--- config.mk ---
export PLATFORM = sky130hd
export DESIGN_NAME = char_tokenizer
export DESIGN_NICKNAME = d
export VERILOG_FILES = /design/src/rtl/char_tokenizer.sv
export SDC_FILE = /design/constraint.sdc
export NUM_CORES = 1
export LEC_CHECK = 0
export CORE_ASPECT_RATIO = 0.5
export CORE_MARGIN = 1.5
export CORE_UTILIZATION = 65
export DETAILED_ROUTE_END_ITERATION = 7
export GPL_ROUTABILITY_DRIVEN = 0
export HOLD_SLACK_MARGIN = 0.06
export MAX_ROUTING_LAYER = met4
export PLACE_DENSITY = 0.95
export SKIP_CTS_REPAIR_TIMING = 1
export SYNTH_ARGS = -nofsm -noshare
export SYNTH_HDL_FRONTEND = slang
export SYNTH_SLANG_ARGS = --single-unit
--- constraint.sdc ---
create_clock -name clk -period 15.1 [get_ports clk]
set_clock_uncertainty 0.1 [all_clocks]
set_input_delay 3.775 -clock clk [delete_from_list [all_inputs] [get_ports clk]]
set_output_delay 3.775 -clock clk [all_outputs]
set_load 0.005 [all_outputs]
--- src/rtl/char_tokenizer.sv ---
// ASCII byte stream to token stream (NUM / DASH / COMMA / EOL) with a sticky error flag.
// Optional macro CHAR_TOKENIZER_DIGITS_EN adds o_tok_digits, the digit count of each NUM token.
module char_tokenizer #(
  parameter int W = 64
) (
  input  logic         clk,
  input  logic         rst,
  input  logic         i_vld,
  input  logic [7:0]   i_char,
  output logic         o_stall,
  input  logic         i_eof,
  output logic         o_tok_vld,
  output logic [1:0]   o_tok_kind,
  output logic [W-1:0] o_tok_val,
  output logic         o_tok_last,
  input  logic         i_tok_stall,
  output logic         o_error
`ifdef CHAR_TOKENIZER_DIGITS_EN
  ,
  output logic [5:0]   o_tok_digits
`endif
);

  localparam logic [1:0] K_NUM   = 2'd0;
  localparam logic [1:0] K_DASH  = 2'd1;
  localparam logic [1:0] K_COMMA = 2'd2;
  localparam logic [1:0] K_EOL   = 2'd3;

  logic [W-1:0] acc_q, acc_d;
  logic         in_num_q, in_num_d;
  logic         tok_vld_q, tok_vld_d;
  logic [1:0]   tok_kind_q, tok_kind_d;
  logic [W-1:0] tok_val_q, tok_val_d;
  logic         tok_last_q, tok_last_d;
  logic         sep_pend_q, sep_pend_d;
  logic [1:0]   sep_kind_q, sep_kind_d;
  logic         err_q, err_d;
  logic         fin_q, fin_d;
`ifdef CHAR_TOKENIZER_DIGITS_EN
  logic [5:0]   cnt_q, cnt_d;
  logic [5:0]   tok_digits_q, tok_digits_d;
`endif

  logic         tok_free;
  logic         char_acc;
  logic         eof_acc;
  logic         is_digit;
  logic         is_sep;
  logic [1:0]   char_kind;
  logic [W+3:0] acc_x;
  logic [W+3:0] prod;

  // Backpressure comes only from flops plus the downstream stall, never from i_vld/i_char.
  assign o_stall = sep_pend_q | (tok_vld_q & i_tok_stall);

  assign o_tok_vld  = tok_vld_q;
  assign o_tok_kind = tok_kind_q;
  assign o_tok_val  = tok_val_q;
  assign o_tok_last = tok_last_q;
  assign o_error    = err_q;
`ifdef CHAR_TOKENIZER_DIGITS_EN
  assign o_tok_digits = tok_digits_q;
`endif

  assign is_digit  = (i_char >= 8'h30) && (i_char <= 8'h39);
  assign is_sep    = (i_char == 8'h2D) || (i_char == 8'h2C) || (i_char == 8'h0A);
  assign char_kind = (i_char == 8'h2D) ? K_DASH : ((i_char == 8'h2C) ? K_COMMA : K_EOL);
  assign acc_x     = {4'b0000, acc_q};
  assign prod      = (acc_x << 3) + (acc_x << 1) + {{W{1'b0}}, i_char[3:0]};

  always_comb begin
    acc_d      = acc_q;
    in_num_d   = in_num_q;
    tok_vld_d  = tok_vld_q;
    tok_kind_d = tok_kind_q;
    tok_val_d  = tok_val_q;
    tok_last_d = tok_last_q;
    sep_pend_d = sep_pend_q;
    sep_kind_d = sep_kind_q;
    err_d      = err_q;
    fin_d      = fin_q;
`ifdef CHAR_TOKENIZER_DIGITS_EN
    cnt_d        = cnt_q;
    tok_digits_d = tok_digits_q;
`endif

    tok_free = ~tok_vld_q | ~i_tok_stall;
    char_acc = i_vld & ~o_stall & ~fin_q & ~err_q;
    eof_acc  = ~i_vld & ~o_stall & i_eof & ~fin_q & ~err_q;

    if (tok_vld_q && !i_tok_stall) tok_vld_d = 1'b0;

    if (sep_pend_q && tok_free) begin
      tok_vld_d  = 1'b1;
      tok_kind_d = sep_kind_q;
      tok_val_d  = '0;
      tok_last_d = 1'b0;
      sep_pend_d = 1'b0;
`ifdef CHAR_TOKENIZER_DIGITS_EN
      tok_digits_d = 6'd0;
`endif
    end

    if (char_acc) begin
      if (is_digit) begin
        if (|prod[W+3:W]) begin
          err_d = 1'b1;
        end else begin
          acc_d    = prod[W-1:0];
          in_num_d = 1'b1;
`ifdef CHAR_TOKENIZER_DIGITS_EN
          if (cnt_q != 6'h3F) cnt_d = cnt_q + 6'd1;
`endif
        end
      end else if (is_sep) begin
        tok_vld_d  = 1'b1;
        tok_last_d = 1'b0;
        if (in_num_q) begin
          // The number goes out first; the separator waits one acceptance behind it.
          tok_kind_d = K_NUM;
          tok_val_d  = acc_q;
          sep_pend_d = 1'b1;
          sep_kind_d = char_kind;
          acc_d      = '0;
          in_num_d   = 1'b0;
`ifdef CHAR_TOKENIZER_DIGITS_EN
          tok_digits_d = cnt_q;
          cnt_d        = 6'd0;
`endif
        end else begin
          tok_kind_d = char_kind;
          tok_val_d  = '0;
`ifdef CHAR_TOKENIZER_DIGITS_EN
          tok_digits_d = 6'd0;
`endif
        end
      end else if ((i_char != 8'h20) && (i_char != 8'h0D)) begin
        err_d = 1'b1;
      end
    end

    if (eof_acc) begin
      tok_vld_d  = 1'b1;
      tok_kind_d = in_num_q ? K_NUM : K_EOL;
      tok_val_d  = in_num_q ? acc_q : '0;
      tok_last_d = 1'b1;
      fin_d      = 1'b1;
      acc_d      = '0;
      in_num_d   = 1'b0;
`ifdef CHAR_TOKENIZER_DIGITS_EN
      tok_digits_d = in_num_q ? cnt_q : 6'd0;
      cnt_d        = 6'd0;
`endif
    end

    // Error drops whatever is in flight and keeps the slots empty until reset.
    if (err_d) begin
      tok_vld_d  = 1'b0;
      sep_pend_d = 1'b0;
    end
  end

  always_ff @(posedge clk) begin
    if (!rst) begin
      acc_q      <= '0;
      in_num_q   <= 1'b0;
      tok_vld_q  <= 1'b0;
      tok_kind_q <= K_NUM;
      tok_val_q  <= '0;
      tok_last_q <= 1'b0;
      sep_pend_q <= 1'b0;
      sep_kind_q <= K_NUM;
      err_q      <= 1'b0;
      fin_q      <= 1'b0;
`ifdef CHAR_TOKENIZER_DIGITS_EN
      cnt_q        <= 6'd0;
      tok_digits_q <= 6'd0;
`endif
    end else begin
      acc_q      <= acc_d;
      in_num_q   <= in_num_d;
      tok_vld_q  <= tok_vld_d;
      tok_kind_q <= tok_kind_d;
      tok_val_q  <= tok_val_d;
      tok_last_q <= tok_last_d;
      sep_pend_q <= sep_pend_d;
      sep_kind_q <= sep_kind_d;
      err_q      <= err_d;
      fin_q      <= fin_d;
`ifdef CHAR_TOKENIZER_DIGITS_EN
      cnt_q        <= cnt_d;
      tok_digits_q <= tok_digits_d;
`endif
    end
  end

endmodule

# == Yosys cells after proc, flatten, opt, wreduce, memory -nomap -nowiden ==
# Cells that the tools add are included.
# totals
input_bits,13
word_cells,96
output_inout_bits,70
regBits,138
# op_classes
add_sub_neg,2
muxes,43
order_cmp,2
reduce_logical,15
eq_ne,6
bitwise_logic,18
# op_table
cell,count
2-to-1 mux 64 bit,10
adder 67 x 65 -> 68 bit,1
adder 68 x 4 -> 68 bit,1
2-to-1 mux 1 bit,25
equality test 8 x 6 -> 1 bit (second input constant),2
2-to-1 mux 2 bit,8
AND 1 bit,8
equality test 8 x 4 -> 1 bit (second input constant),1
greater-or-equal comparator 8 x 6 -> 1 bit (second input constant),1
less-or-equal comparator 8 x 6 -> 1 bit (second input constant),1
!= test 8 x 4 -> 1 bit (second input constant),1
!= test 8 x 6 -> 1 bit (second input constant),1
NOT 1 bit,8
AND reduction 4 bit,2
logical AND 1 bit,4
nonzero test 2 bit,2
OR reduction 2 bit,2
OR reduction 4 bit,1
AND reduction 3 bit,1
logical OR 1 bit,2
!= test 2 bit (second input constant),1
OR 1 bit,2
logical NOT 1 bit,1

# == Logic depth before layout (Yosys ltp) ==
# Gate-level depths: netlist of the first run.
# depth
word_depth,8
depth_mapped,16
ltp_nobuf,14

# == Worst setup path before layout of the first run ==
# OpenSTA, ideal clock, no wires.
# synth_path
path_kind,input to output
startpoint,input port i_tok_stall
endpoint,output port o_stall
stages,2
t_arrival_ns,3.923
slack_ns,7.302
n_path_buf,0
required_time_ns,11.225
cell_sequence,nand2_1 > nand2b_1
# synth_between
elab_chain_len,2
# synth_rtl
item,line,source
"start, declared",16,"input logic i_tok_stall,"
AND 1 bit,54,assign o_stall = sep_pend_q | (tok_vld_q & i_tok_stall);
OR 1 bit,54,
"end, declared",10,"output logic o_stall,"
# Every way passes these cells.

# == Worst setup path in the final report of the first run ==
# layout_path
startpoint,input port i_char[3]
endpoint,register acc_q[24]
# layout_between
elab_chain_len,5
elab_cells_between_ends,16
classes_between,add/sub (1); order compare (2); eq/ne (4); mux (2); reduce/logical (7)
# layout_rtl
item,line,source
"start, declared",9,"input logic [7:0] i_char,"
branches (longest 5 deep; another with adder 68 x 4 -> 68 bit),-,
"end signal, assigned",165,acc_q <= '0;
"end signal, assigned",180,acc_q <= acc_d;
"end, declared",29,"logic [W-1:0] acc_q, acc_d;"
# Parallel ways; which one is timed is not known. The select of a mux whose other input is x is not followed.
# A chain may end at the register's enable or synchronous reset.

==> results of run 1 <==
==> cell type report <==
| cell class | count | share of cell area |
|---|---|---|
| Multi-Input combinational cell | 1086 | 0.6200 |
| Tap cell | 221 | 0.02323 |
| Clock inverter | 11 | 0.008200 |
| Inverter | 18 | 0.005677 |
| Sequential cell | 138 | 0.2322 |
| Clock buffer | 20 | 0.03837 |
| Timing Repair Buffer | 88 | 0.07233 |
==> power by group <==
group,switching (mW),leakage [nW],internal [mW]
clock,0.178,0.276,0.234
combinational,0.0402,3.35,0.0131
sequential,0.00113,1.11,0.365
==> synthesized netlist by cell type, types with 5 or more instances <==
library cell and count:
sky130_fd_sc_hd__dfxtp_1 138, sky130_fd_sc_hd__ha_1 127, sky130_fd_sc_hd__a21o_1 26, sky130_fd_sc_hd__buf_2 20
sky130_fd_sc_hd__inv_1 18, sky130_fd_sc_hd__nor2_1 61, sky130_fd_sc_hd__nand2b_1 11, sky130_fd_sc_hd__o21bai_1 8
sky130_fd_sc_hd__a21oi_2 5, sky130_fd_sc_hd__nand3_1 195, sky130_fd_sc_hd__mux2i_1 11, sky130_fd_sc_hd__nand4_1 29
sky130_fd_sc_hd__o21ai_1 8, sky130_fd_sc_hd__nand2_1 82, sky130_fd_sc_hd__a31oi_1 18, sky130_fd_sc_hd__or2_2 5
sky130_fd_sc_hd__and2_1 11, sky130_fd_sc_hd__nor3_1 22, sky130_fd_sc_hd__a21boi_0 68, sky130_fd_sc_hd__clkbuf_1 73
sky130_fd_sc_hd__buf_1 5, sky130_fd_sc_hd__o211ai_1 69, sky130_fd_sc_hd__o21ai_0 43, sky130_fd_sc_hd__xnor2_1 41
sky130_fd_sc_hd__and3_1 10, sky130_fd_sc_hd__xor2_1 15, sky130_fd_sc_hd__or3_1 8, sky130_fd_sc_hd__a21oi_1 142
==> path summary, 6_finish.rpt <==
check / startpoint / to / slack [ns] / cells after the start
max: i_char[3] / acc_q[24]$_SDFFE_PP0P_ / 5.93 / 15
min: o_tok_val[50]$_SDFF_PN0_ / o_tok_val[50]$_SDFF_PN0_ / 0.37 / 2
max reg2reg: acc_q[2]$_SDFFE_PP0P_ / acc_q[24]$_SDFFE_PP0P_ / 9.53 / 14
min reg2reg: o_tok_val[50]$_SDFF_PN0_ / o_tok_val[50]$_SDFF_PN0_ / 0.37 / 2
==> worst max-delay path: stages <==
cell and delay [ns]:
sky130_fd_sc_hd__clkdlybuf4s50_1 0.58, sky130_fd_sc_hd__inv_1 0.10, sky130_fd_sc_hd__fa_1 0.54, sky130_fd_sc_hd__fa_1 0.45, sky130_fd_sc_hd__nand2b_1 0.19, sky130_fd_sc_hd__a21oi_1 0.28, sky130_fd_sc_hd__o21ai_1 0.19, sky130_fd_sc_hd__a2111oi_4 0.42
sky130_fd_sc_hd__a21oi_2 0.18, sky130_fd_sc_hd__nor4bb_1 0.47, sky130_fd_sc_hd__o2111ai_1 0.28, sky130_fd_sc_hd__a221oi_4 0.95, sky130_fd_sc_hd__buf_4 0.55, sky130_fd_sc_hd__nand3_1 0.17, sky130_fd_sc_hd__a21oi_1 0.24
==> metrics by stage <==
step                instance area, um^2  hold WS (ns)  std cells  worst slack (ns)
floorplan                         10590        0.3420       1343             7.302
global placement                  11350        0.3493       1551             6.138
detailed placement                11350        0.3564       1551             5.905
CTS                               11900        0.3783       1582             6.182
global route                      11900        0.4056       1582             5.721
finish                            11900        0.3748       1582             5.931
==> sequential cells by signal, summed over array words and instances, names as in the netlist <==
register and cells:
o_tok_val 64, acc_q 64, o_tok_kind 2, in_num_q 1
o_tok_last 1, sep_kind_q 2, fin_q 1, o_tok_vld 1
o_error 1, sep_pend_q 1
==> metal layers <==
metal / GRT usage / routed length (um) / share of wire
met5: - / 0 / 0
met1: 0.4755 / 13000 / 0.39
met3: 0.1188 / 4250 / 0.13
met2: 0.6177 / 14380 / 0.43
met4: 0.1988 / 1734 / 0.052
==> kinds of logic after synthesis <==
family	count (synthesis)	share of synthesized area
and+or+nand+nor	459	0.2166
buffers and inverters	119	0.04666
adders and majority gates	129	0.1538
muxes	11	0.01039
AOI/OAI and AO/OA	431	0.2654
xor gates and xnor gates	56	0.04630
DFF	138	0.2608
==> Implementation_results.wiki, run 1 <==
{| class="wikitable"
! Metric !! Value
|-
| Level count of the clock H-tree || 4
|-
| Unrepaired setup endpoints after global routing || false
|-
| Number of diodes || 0
|-
| Residual DRC count || 30
|-
| Final wirelength || 33370 um
|-
| # Max-Cap Violations || 0
|-
| Net count of the finished layout || 1491
|-
| Placeable core region || 15660 um^2
|-
| Proportion of netlist area held by the largest area contributor || 0.2608
|-
| Critical path class || in -> reg
|-
| Synthesized netlist cell count || ~1.3k
|-
| Top fanout value on the critical path || 38
|-
| Failing checks || design-rule violations
|-
| Effective utilization at floorplan || 0.6766
|-
| Die area || 17120 um^2
|-
| Number of vias in the routed layout || 11.56k
|-
| Height of the die || 93.27 um
|-
| Achievable clock frequency || approximately 110 MHz
|-
| Fraction of synthesis flops using an asynchronous set or reset pin || 0
|-
| Largest cells by area after synthesis || sky130_fd_sc_hd__dfxtp_1 26%, sky130_fd_sc_hd__ha_1 15%, sky130_fd_sc_hd__nand3_1 9.2%, sky130_fd_sc_hd__a21oi_1 6.7%, sky130_fd_sc_hd__o211ai_1 4.9%
|-
| Max transition margin || 0.09829
|-
| Leading cell types in the layout, fill and taps excluded || 195 x sky130_fd_sc_hd__nand3_1, 142 x sky130_fd_sc_hd__a21oi_1, 137 x sky130_fd_sc_hd__dfxtp_1
|-
| Pwr/cell area || 69.87 nW/um^2
|-
| Number of DRC violations after detailed-routing iteration 0 || 1797
|-
| Netlist cell types || 68
|-
| Run status || complete, but fails checks
|-
| Global-route wire length before repair || about 54000 um
|-
| Most frequent standard cell in the layout excluding fill and tap cells || sky130_fd_sc_hd__nand3_1
|-
| Total power of the final layout || 0.8315 mW
|-
| Final Max Slew Viols || 0
|-
| Syn nets || approximately 1.5k
|-
| Relative area change from synthesis to final layout || 12.36%
|-
| Count of antenna-violating nets left after detailed routing || 0
|-
| Root Driver || sky130_fd_sc_hd__clkbuf_16
|-
| Via count of the first global-routing pass || 10.91k
|-
| Class of the worst hold path || reg -> reg
|-
| # setup viols final || 0
|-
| Final cell utilization of the core || 0.7602
|-
| Worst slew pin tran || 1.353 ns
|-
| Largest net degree at the start of global routing || 76
|-
| CP endpoint kind || flop
|-
| Global-route usage over all layers || 0.3988
|-
| Worst supply voltage drop on vdd || 0.07627 mV
|-
| Number of fill cells || 1027
|-
| Number of synthesized register bits || 138
|-
| Die Span X || 183.5 um
|-
| TritonCTS clock tree || done
|-
| Clock transition at the registers of the reported paths || 0.06 ns
|-
| Mean instance size in the synthesized netlist || 7.887 um^2
|-
| Data arrival time at the worst-slack endpoint || 9.40 ns
|-
| Area of the mapped netlist || 10590 um^2
|-
| Leakage || ~4.7 nW
|-
| Worst-skew pair later-pin latency || between 0.4 and 0.5 ns
|-
| Top-level port count || 83
|-
| Top cell type by total area after synthesis || sky130_fd_sc_hd__dfxtp_1
|-
| Area used by sequential logic in the layout || 2764 um^2
|-
| Cts bufs inserted || 17
|-
| Sequential area share after synthesis || 0.2608
|-
| Final HPWL from detailed placement || ~21000 um
|-
| Proportion of layout cells with a drive suffix above 1 || 0.04923
|-
| Number of warnings reported in the yosys synthesis log || 0
|-
| Average routed wire per standard cell || 21.09 um
|-
| Final critical path time including I/O delays and setup || around 9.2 ns
|-
| Hold Fails Final Rpt || 0
|-
| Number of flops mapped to enable cells by yosys || 0
|-
| Final-layout setup total negative slack || 0 ns
|-
| Startpoint type of the worst setup path || input pin
|-
| Final cycle utilization of the critical path || 0.6072
|-
| Number of placement rows || 32
|-
| Vias per cell || around 7.3
|-
| Footprint of the multi-input gates || 7378 um^2
|-
| Worst endpoint required time || 15.33 ns
|-
| Number of I/O port buffers || 82
|-
| TritonCTS Sinks || between 100 and 150
|-
| Total iterations of the first detailed-routing run || 8
|-
| Gr ovfl total || 0
|-
| Max Buffers Root-to-Sink || 2
|-
| Initial antenna violation count || 0
|-
| Ys flop type || sky130_fd_sc_hd__dfxtp_1
|}
Note: power is estimated with default switching activity, not from simulation.
==> run 2, diff against run 1 <==
Settings changed: CORE_UTILIZATION 65 to 60, PLACE_DENSITY 0.95 to 0.92.
Clock period 15.1 ns to 8.7 ns, I/O delays scaled along.
==> run 2 against run 1 <==
  * The flow still finishes with violations (design-rule violations)
  * Combinational power is 61% higher
  * Sequential cell count stayed put
  * First-iteration DRC count is 16% lower
  * Critical path type unchanged
  * Largest cell class unchanged
  * Highest routed layer unchanged
==> Implementation_results.wiki, run 2 (same netlist as run 1, synthesis figures left out) <==
{| class="wikitable"
! Metric !! Value
|-
| Height of the die || 96.96 um
|-
| Proportion of layout cells with a drive suffix above 1 || 0.04993
|-
| Critical path's slowest cell || sky130_fd_sc_hd__a221o_2
|-
| Global-route usage over all layers || 0.3407
|-
| Top fanout value on the critical path || 61
|-
| Hold WS || 0.3761 ns
|-
| Largest net degree at the start of global routing || 76
|-
| Total iterations of the first detailed-routing run || 8
|-
| Leakage || about 4.7 nW
|-
| Net count of the finished layout || approximately 1.5k
|-
| Final Max Slew Viols || 0
|-
| Via count of the first global-routing pass || 10.41k
|-
| Number of placement rows || 34
|-
| Switching Fraction || 0.2783
|-
| Worst supply voltage drop on vdd || between 0.1 and 0.15 mV
|-
| Effective utilization at floorplan || 0.6118
|-
| Clock power frac || 0.498
|-
| Crit-path cells || clkdlybuf4s50_1, inv_1, fa_1, fa_1, nand2b_1, a21oi_1, o21ai_1, a2111oi_4, a21oi_2, nor4bb_1, o2111ai_1, a221o_2, or3_1, a21oi_1
|-
| Unrepaired setup endpoints after global routing || false
|-
| Achievable clock frequency || 141.3 MHz
|-
| Most frequent standard cell in the layout excluding fill and tap cells || sky130_fd_sc_hd__nand3_1
|-
| Pwr/cell area || between 100 and 150 nW/um^2
|-
| Hold Fails Final Rpt || 0
|-
| Total non-filler cell area in the finished layout || 11930 um^2
|-
| Worst slew pin tran || 1.337 ns
|-
| Relative area change from synthesis to final layout || 12.61%
|-
| Hold wc startpoint || o_tok_val[63]$_SDFF_PN0_
|-
| Number of I/O port buffers || 82
|-
| Dpl cell area || 11360 um^2
|-
| Part of the total power dissipated in sequential elements || 0.442
|-
| Post-place setup slack || 1.322 ns
|-
| Failing checks || design-rule violations
|-
| Max transition margin || 0.1088
|-
| Number of vias in the routed layout || between 10k and 15k
|-
| Number of DRC violations after detailed-routing iteration 0 || 1509
|-
| Max Buffers Root-to-Sink || 2
|-
| TritonCTS Sinks || 138
|-
| Root Driver || sky130_fd_sc_hd__clkbuf_16
|-
| Start point of the critical path || i_char[3]
|-
| CP endpoint kind || flop
|-
| Final-layout setup total negative slack || 0 ns
|-
| Vias per cell || 7.007
|-
| RR Startpoint || acc_q[0]$_SDFFE_PP0P_
|-
| Net switching power || 0.4011 mW
|-
| Average routed wire per standard cell || around 19 um
|-
| Clock transition at the registers of the reported paths || roughly 0.07 ns
|-
| Final critical path time including I/O delays and setup || 7.080 ns
|-
| Final cell utilization of the core || 0.6890
|-
| Residual DRC count || 6
|-
| Internal power consumption || 1.040 mW
|-
| Leading cell types in the layout, fill and taps excluded || 195 x sky130_fd_sc_hd__nand3_1, 142 x sky130_fd_sc_hd__a21oi_1, 137 x sky130_fd_sc_hd__dfxtp_1
|-
| Placeable core region || 17310 um^2
|-
| Delay of the slowest cell on the worst path || 0.84 ns
|-
| TritonCTS clock tree || done
|-
| Critical path class || in -> reg
|-
| Global-route wire length before repair || ~50000 um
|-
| Final wirelength || 31100 um
|-
| Worst-skew pair later-pin latency || 0.44 ns
|-
| Class of the worst hold path || reg -> reg
|-
| # setup viols final || 0
|-
| # Max-Cap Violations || 0
|-
| Worst endpoint required time || 8.93 ns
|-
| Final cycle utilization of the critical path || 0.8137
|-
| Run status || complete, but fails checks
|-
| Count of antenna-violating nets left after detailed routing || 0
|-
| PnR worst setup slack || 1.620 ns
|-
| Level count of the clock H-tree || 4
|-
| Final HPWL from detailed placement || approximately 21000 um
|-
| Cts bufs inserted || 17
|-
| Startpoint type of the worst setup path || input pin
|-
| Data arrival time at the worst-slack endpoint || 7.31 ns
|-
| Die Span X || roughly 190 um
|-
| Top-level port count || 83
|-
| Initial antenna violation count || 1
|-
| Die area || 18510 um^2
|-
| Gr ovfl total || 0
|-
| Combinational share of power || 0.060
|}
run 2: area by class of cell:
cell class	count	area (um^2)
Antenna cell	1	2.502
Clock buffer	18	439.2
Clock inverter	14	126.4
Fill cell	1245	5385
Inverter	18	67.56
Multi-Input combinational cell	1086	7376
Sequential cell	138	2764
Tap cell	234	292.8
Timing Repair Buffer	88	860.8
run 2: worst max-delay path: cells and delay by family:
kind / cells / cell delay, ns
AO/OA/AOI/OAI: 7 / 2.32
AND/OR/NAND/NOR: 3 / 1.13
adder cells (fa/ha/maj): 2 / 0.99
buffers and inverters: 2 / 0.66
run 2: power groups by stage:
stage                     registers [mW]  logic, mW  clock network [mW]
after detailed placement           0.651     0.0844                   0
after global routing               0.637     0.0927               0.745
final                              0.637     0.0860               0.718
after CTS                          0.637     0.0846               0.714
after floorplan                    0.650     0.0573                   0
after global placement             0.651     0.0812                   0
run 2: per-layer routing:
layer / up-vias / part of all wire / track usage
met1: 5231 / 0.41 / 0.4276
met2: 742 / 0.45 / 0.5346
met4: 0 / 0.037 / 0.1290
met3: 173 / 0.10 / 0.07511
met5: - / 0 / -
li1: 5044 / - / -
run 2: metrics by stage:
| stage | total power [mW] | cells |
|---|---|---|
| after floorplan | 0.7070 | 1343 |
| after global placement | 0.7322 | 1564 |
| after detailed placement | 0.7355 | 1564 |
| after CTS | 1.435 | 1596 |
| after global routing | 1.475 | 1597 |
| final | 1.441 | 1597 |
run 2: worst paths after layout:
path / end / slack, ns / cells past startpoint
hold / removal: o_tok_val[63]$_SDFF_PN0_ / 0.38 / 2
setup reg to reg: acc_q[45]$_SDFFE_PP0P_ / 3.58 / 13
setup / recovery: acc_q[45]$_SDFFE_PP0P_ / 1.62 / 14
hold reg to reg: o_tok_val[63]$_SDFF_PN0_ / 0.38 / 2
==> run 3, diff against run 2 <==
Clock period 8.7 ns to 7.4 ns, I/O delays scaled along.
==> run 3 against run 2 <==
  * The run still ends with design-rule violations left
  * Via count down 1.3%
  * Critical path depth up 1
  * Global-route usage up 0.30 points
==> Implementation_results.wiki, run 3 (same netlist as run 1, synthesis figures left out) <==
{| class="wikitable"
! Metric !! Value
|-
| Run status || complete, but fails checks
|-
| Failing checks || design-rule violations
|-
| Leading cell types in the layout, fill and taps excluded || 195 x sky130_fd_sc_hd__nand3_1, 142 x sky130_fd_sc_hd__a21oi_1, 137 x sky130_fd_sc_hd__dfxtp_1
|-
| Final-layout setup total negative slack || 0 ns
|-
| # setup viols final || 0
|-
| Critical path class || in -> reg
|-
| # Max-Cap Violations || 0
|-
| Worst supply voltage drop on vdd || 0.1737 mV
|-
| Number of placement rows || 34
|-
| Post-place setup slack || 0.4607 ns
|-
| Worst reg-to-reg setup slack || 2.26 ns
|-
| Crit-path cells || clkdlybuf4s50_1, inv_1, fa_1, fa_1, nand2b_1, a21oi_1, o21ai_1, a2111oi_4, a21oi_2, nor4bb_1, o2111ai_1, a221o_2, buf_12, or3_1, a21oi_1
|-
| Net count of the finished layout || roughly 1.5k
|-
| Die Span X || ~190 um
|-
| Top fanout value on the critical path || 34
|-
| Non-filler instance count after layout || 1602
|-
| Number of vias in the routed layout || 11.05k
|-
| Final cycle utilization of the critical path || 0.9032
|-
| Worst endpoint required time || 7.65 ns
|-
| Placeable core region || 17310 um^2
|-
| Cells on worst reg2reg path || 14
|-
| Final Max Slew Viols || 0
|-
| Root Driver || sky130_fd_sc_hd__clkbuf_16
|-
| Clock transition at the registers of the reported paths || 0.06 ns
|-
| Global-route wire length before repair || 50720 um
|-
| Total power of the final layout || approximately 1.7 mW
|-
| Max transition margin || 0.1276
|-
| Sink of the worst hold path || o_tok_val[38]$_SDFF_PN0_
|-
| Inst Count DP || around 1.6k
|-
| Hold wc startpoint || o_tok_val[38]$_SDFF_PN0_
|-
| Initial antenna violation count || 0
|-
| TritonCTS clock tree || done
|-
| Total iterations of the first detailed-routing run || 8
|-
| PnR worst setup slack || approximately 0.7 ns
|-
| Number of I/O port buffers || 82
|-
| Worst-skew pair later-pin latency || 0.45 ns
|-
| CP endpoint kind || flop
|-
| Count of antenna-violating nets left after detailed routing || 0
|-
| Vias per cell || 6.898
|-
| Height of the die || 96.96 um
|-
| Proportion of layout cells with a drive suffix above 1 || 0.05336
|-
| Die area || 18510 um^2
|-
| Final cell utilization of the core || 0.6921
|-
| Gr ovfl total || 0
|-
| Leakage || 4.766 nW
|-
| Critical path's slowest cell || sky130_fd_sc_hd__a221o_2
|-
| Class of the worst hold path || reg -> reg
|-
| Kind of cell adding the most delay to the critical path || compound AO/OA/AOI/OAI gates
|-
| Number of diodes || 0
|-
| Effective utilization at floorplan || 0.6118
|-
| Residual DRC count || 3
|-
| Final wirelength || 31180 um
|-
| Relative area change from synthesis to final layout || 13.12%
|-
| Via count of the first global-routing pass || between 10k and 15k
|-
| Startpoint type of the worst setup path || input pin
|-
| Achievable clock frequency || approximately 150 MHz
|-
| Worst r2r dst || acc_q[45]$_SDFFE_PP0P_
|-
| Cts bufs inserted || 17
|-
| Path length in cells of the critical path || 15
|-
| Unrepaired setup endpoints after global routing || false
|-
| Max Buffers Root-to-Sink || 2
|-
| Final critical path time including I/O delays and setup || 6.683 ns
|-
| Hold Fails Final Rpt || 0
|-
| Global-route usage over all layers || 0.3437
|-
| Hold Path Cell Cnt || 2
|-
| Average routed wire per standard cell || 19.46 um
|-
| RR Startpoint || acc_q[0]$_SDFFE_PP0P_
|-
| Most frequent standard cell in the layout excluding fill and tap cells || sky130_fd_sc_hd__nand3_1
|-
| Count of buffering cells on the critical path with inverters included || 3
|-
| Delay of the slowest cell on the worst path || a little under 0.7 ns
|-
| Level count of the clock H-tree || 4
|-
| Final HPWL from detailed placement || 20920 um
|-
| Top-level port count || 83
|-
| Pwr/cell area || 142.6 nW/um^2
|-
| Data arrival time at the worst-slack endpoint || 6.93 ns
|-
| Worst slew pin tran || 1.309 ns
|-
| TritonCTS Sinks || 138
|-
| Number of DRC violations after detailed-routing iteration 0 || 1407
|-
| Largest net degree at the start of global routing || 76
|}
## run 3: area by class of cell
class	instances	area, um^2
inverters	18	67.56
multi-input cells	1086	7376
well taps	234	292.8
clock buffers	18	429.2
clock inverters	14	135.1
repair buffers	94	918.4
flip-flops and latches	138	2764
fillers	1268	5331
## run 3: how the worst max path moves through the flow
| stage | start | endpoint | slack (ns) |
|---|---|---|---|
| final | i_char[3] | acc_q[45]$_SDFFE_PP0P_ | 0.72 |
| after global routing | i_char[3] | acc_q[45]$_SDFFE_PP0P_ | 0.52 |
| after CTS | i_char[3] | acc_q[45]$_SDFFE_PP0P_ | 0.83 |
| after detailed placement | i_char[3] | acc_q[45]$_SDFFE_PP0P_ | 0.46 |
| after global placement | i_char[3] | acc_q[45]$_SDFFE_PP0P_ | 0.61 |
| after floorplan | i_char[3] | o_error$_SDFF_PN0_ | 1.88 |
## run 3: layer usage
layer,vias up,global-route usage,part of all wire
met5,-,-,0
met1,5097,0.4284,0.41
li1,5046,-,-
met2,711,0.5114,0.44
met3,196,0.08890,0.11
met4,0,0.1769,0.041
## run 3: worst min-delay path: stages, from the launching register on
cell                       delay, ns
sky130_fd_sc_hd__dfxtp_1        0.31
sky130_fd_sc_hd__nand3_1        0.05
sky130_fd_sc_hd__a21boi_0       0.06
## run 3: through the flow
stage	area [um^2]	hold slack, ns
2_1_floorplan	10590	0.3420
3_3_place_gp	11420	0.3508
3_5_place_dp	11420	0.3626
4_1_cts	11980	0.3749
5_1_grt	11980	0.3968
6_report	11980	0.3727
## run 3: power by group
part | internal (mW) | total, mW | switching [mW] | leakage, nW
Clock | 0.469 | 0.856 | 0.387 | 0.265
Sequential | 0.745 | 0.748 | 0.00291 | 1.11
Combinational | 0.0271 | 0.105 | 0.0782 | 3.39
Total | 1.24 | 1.71 | 0.468 | 4.77
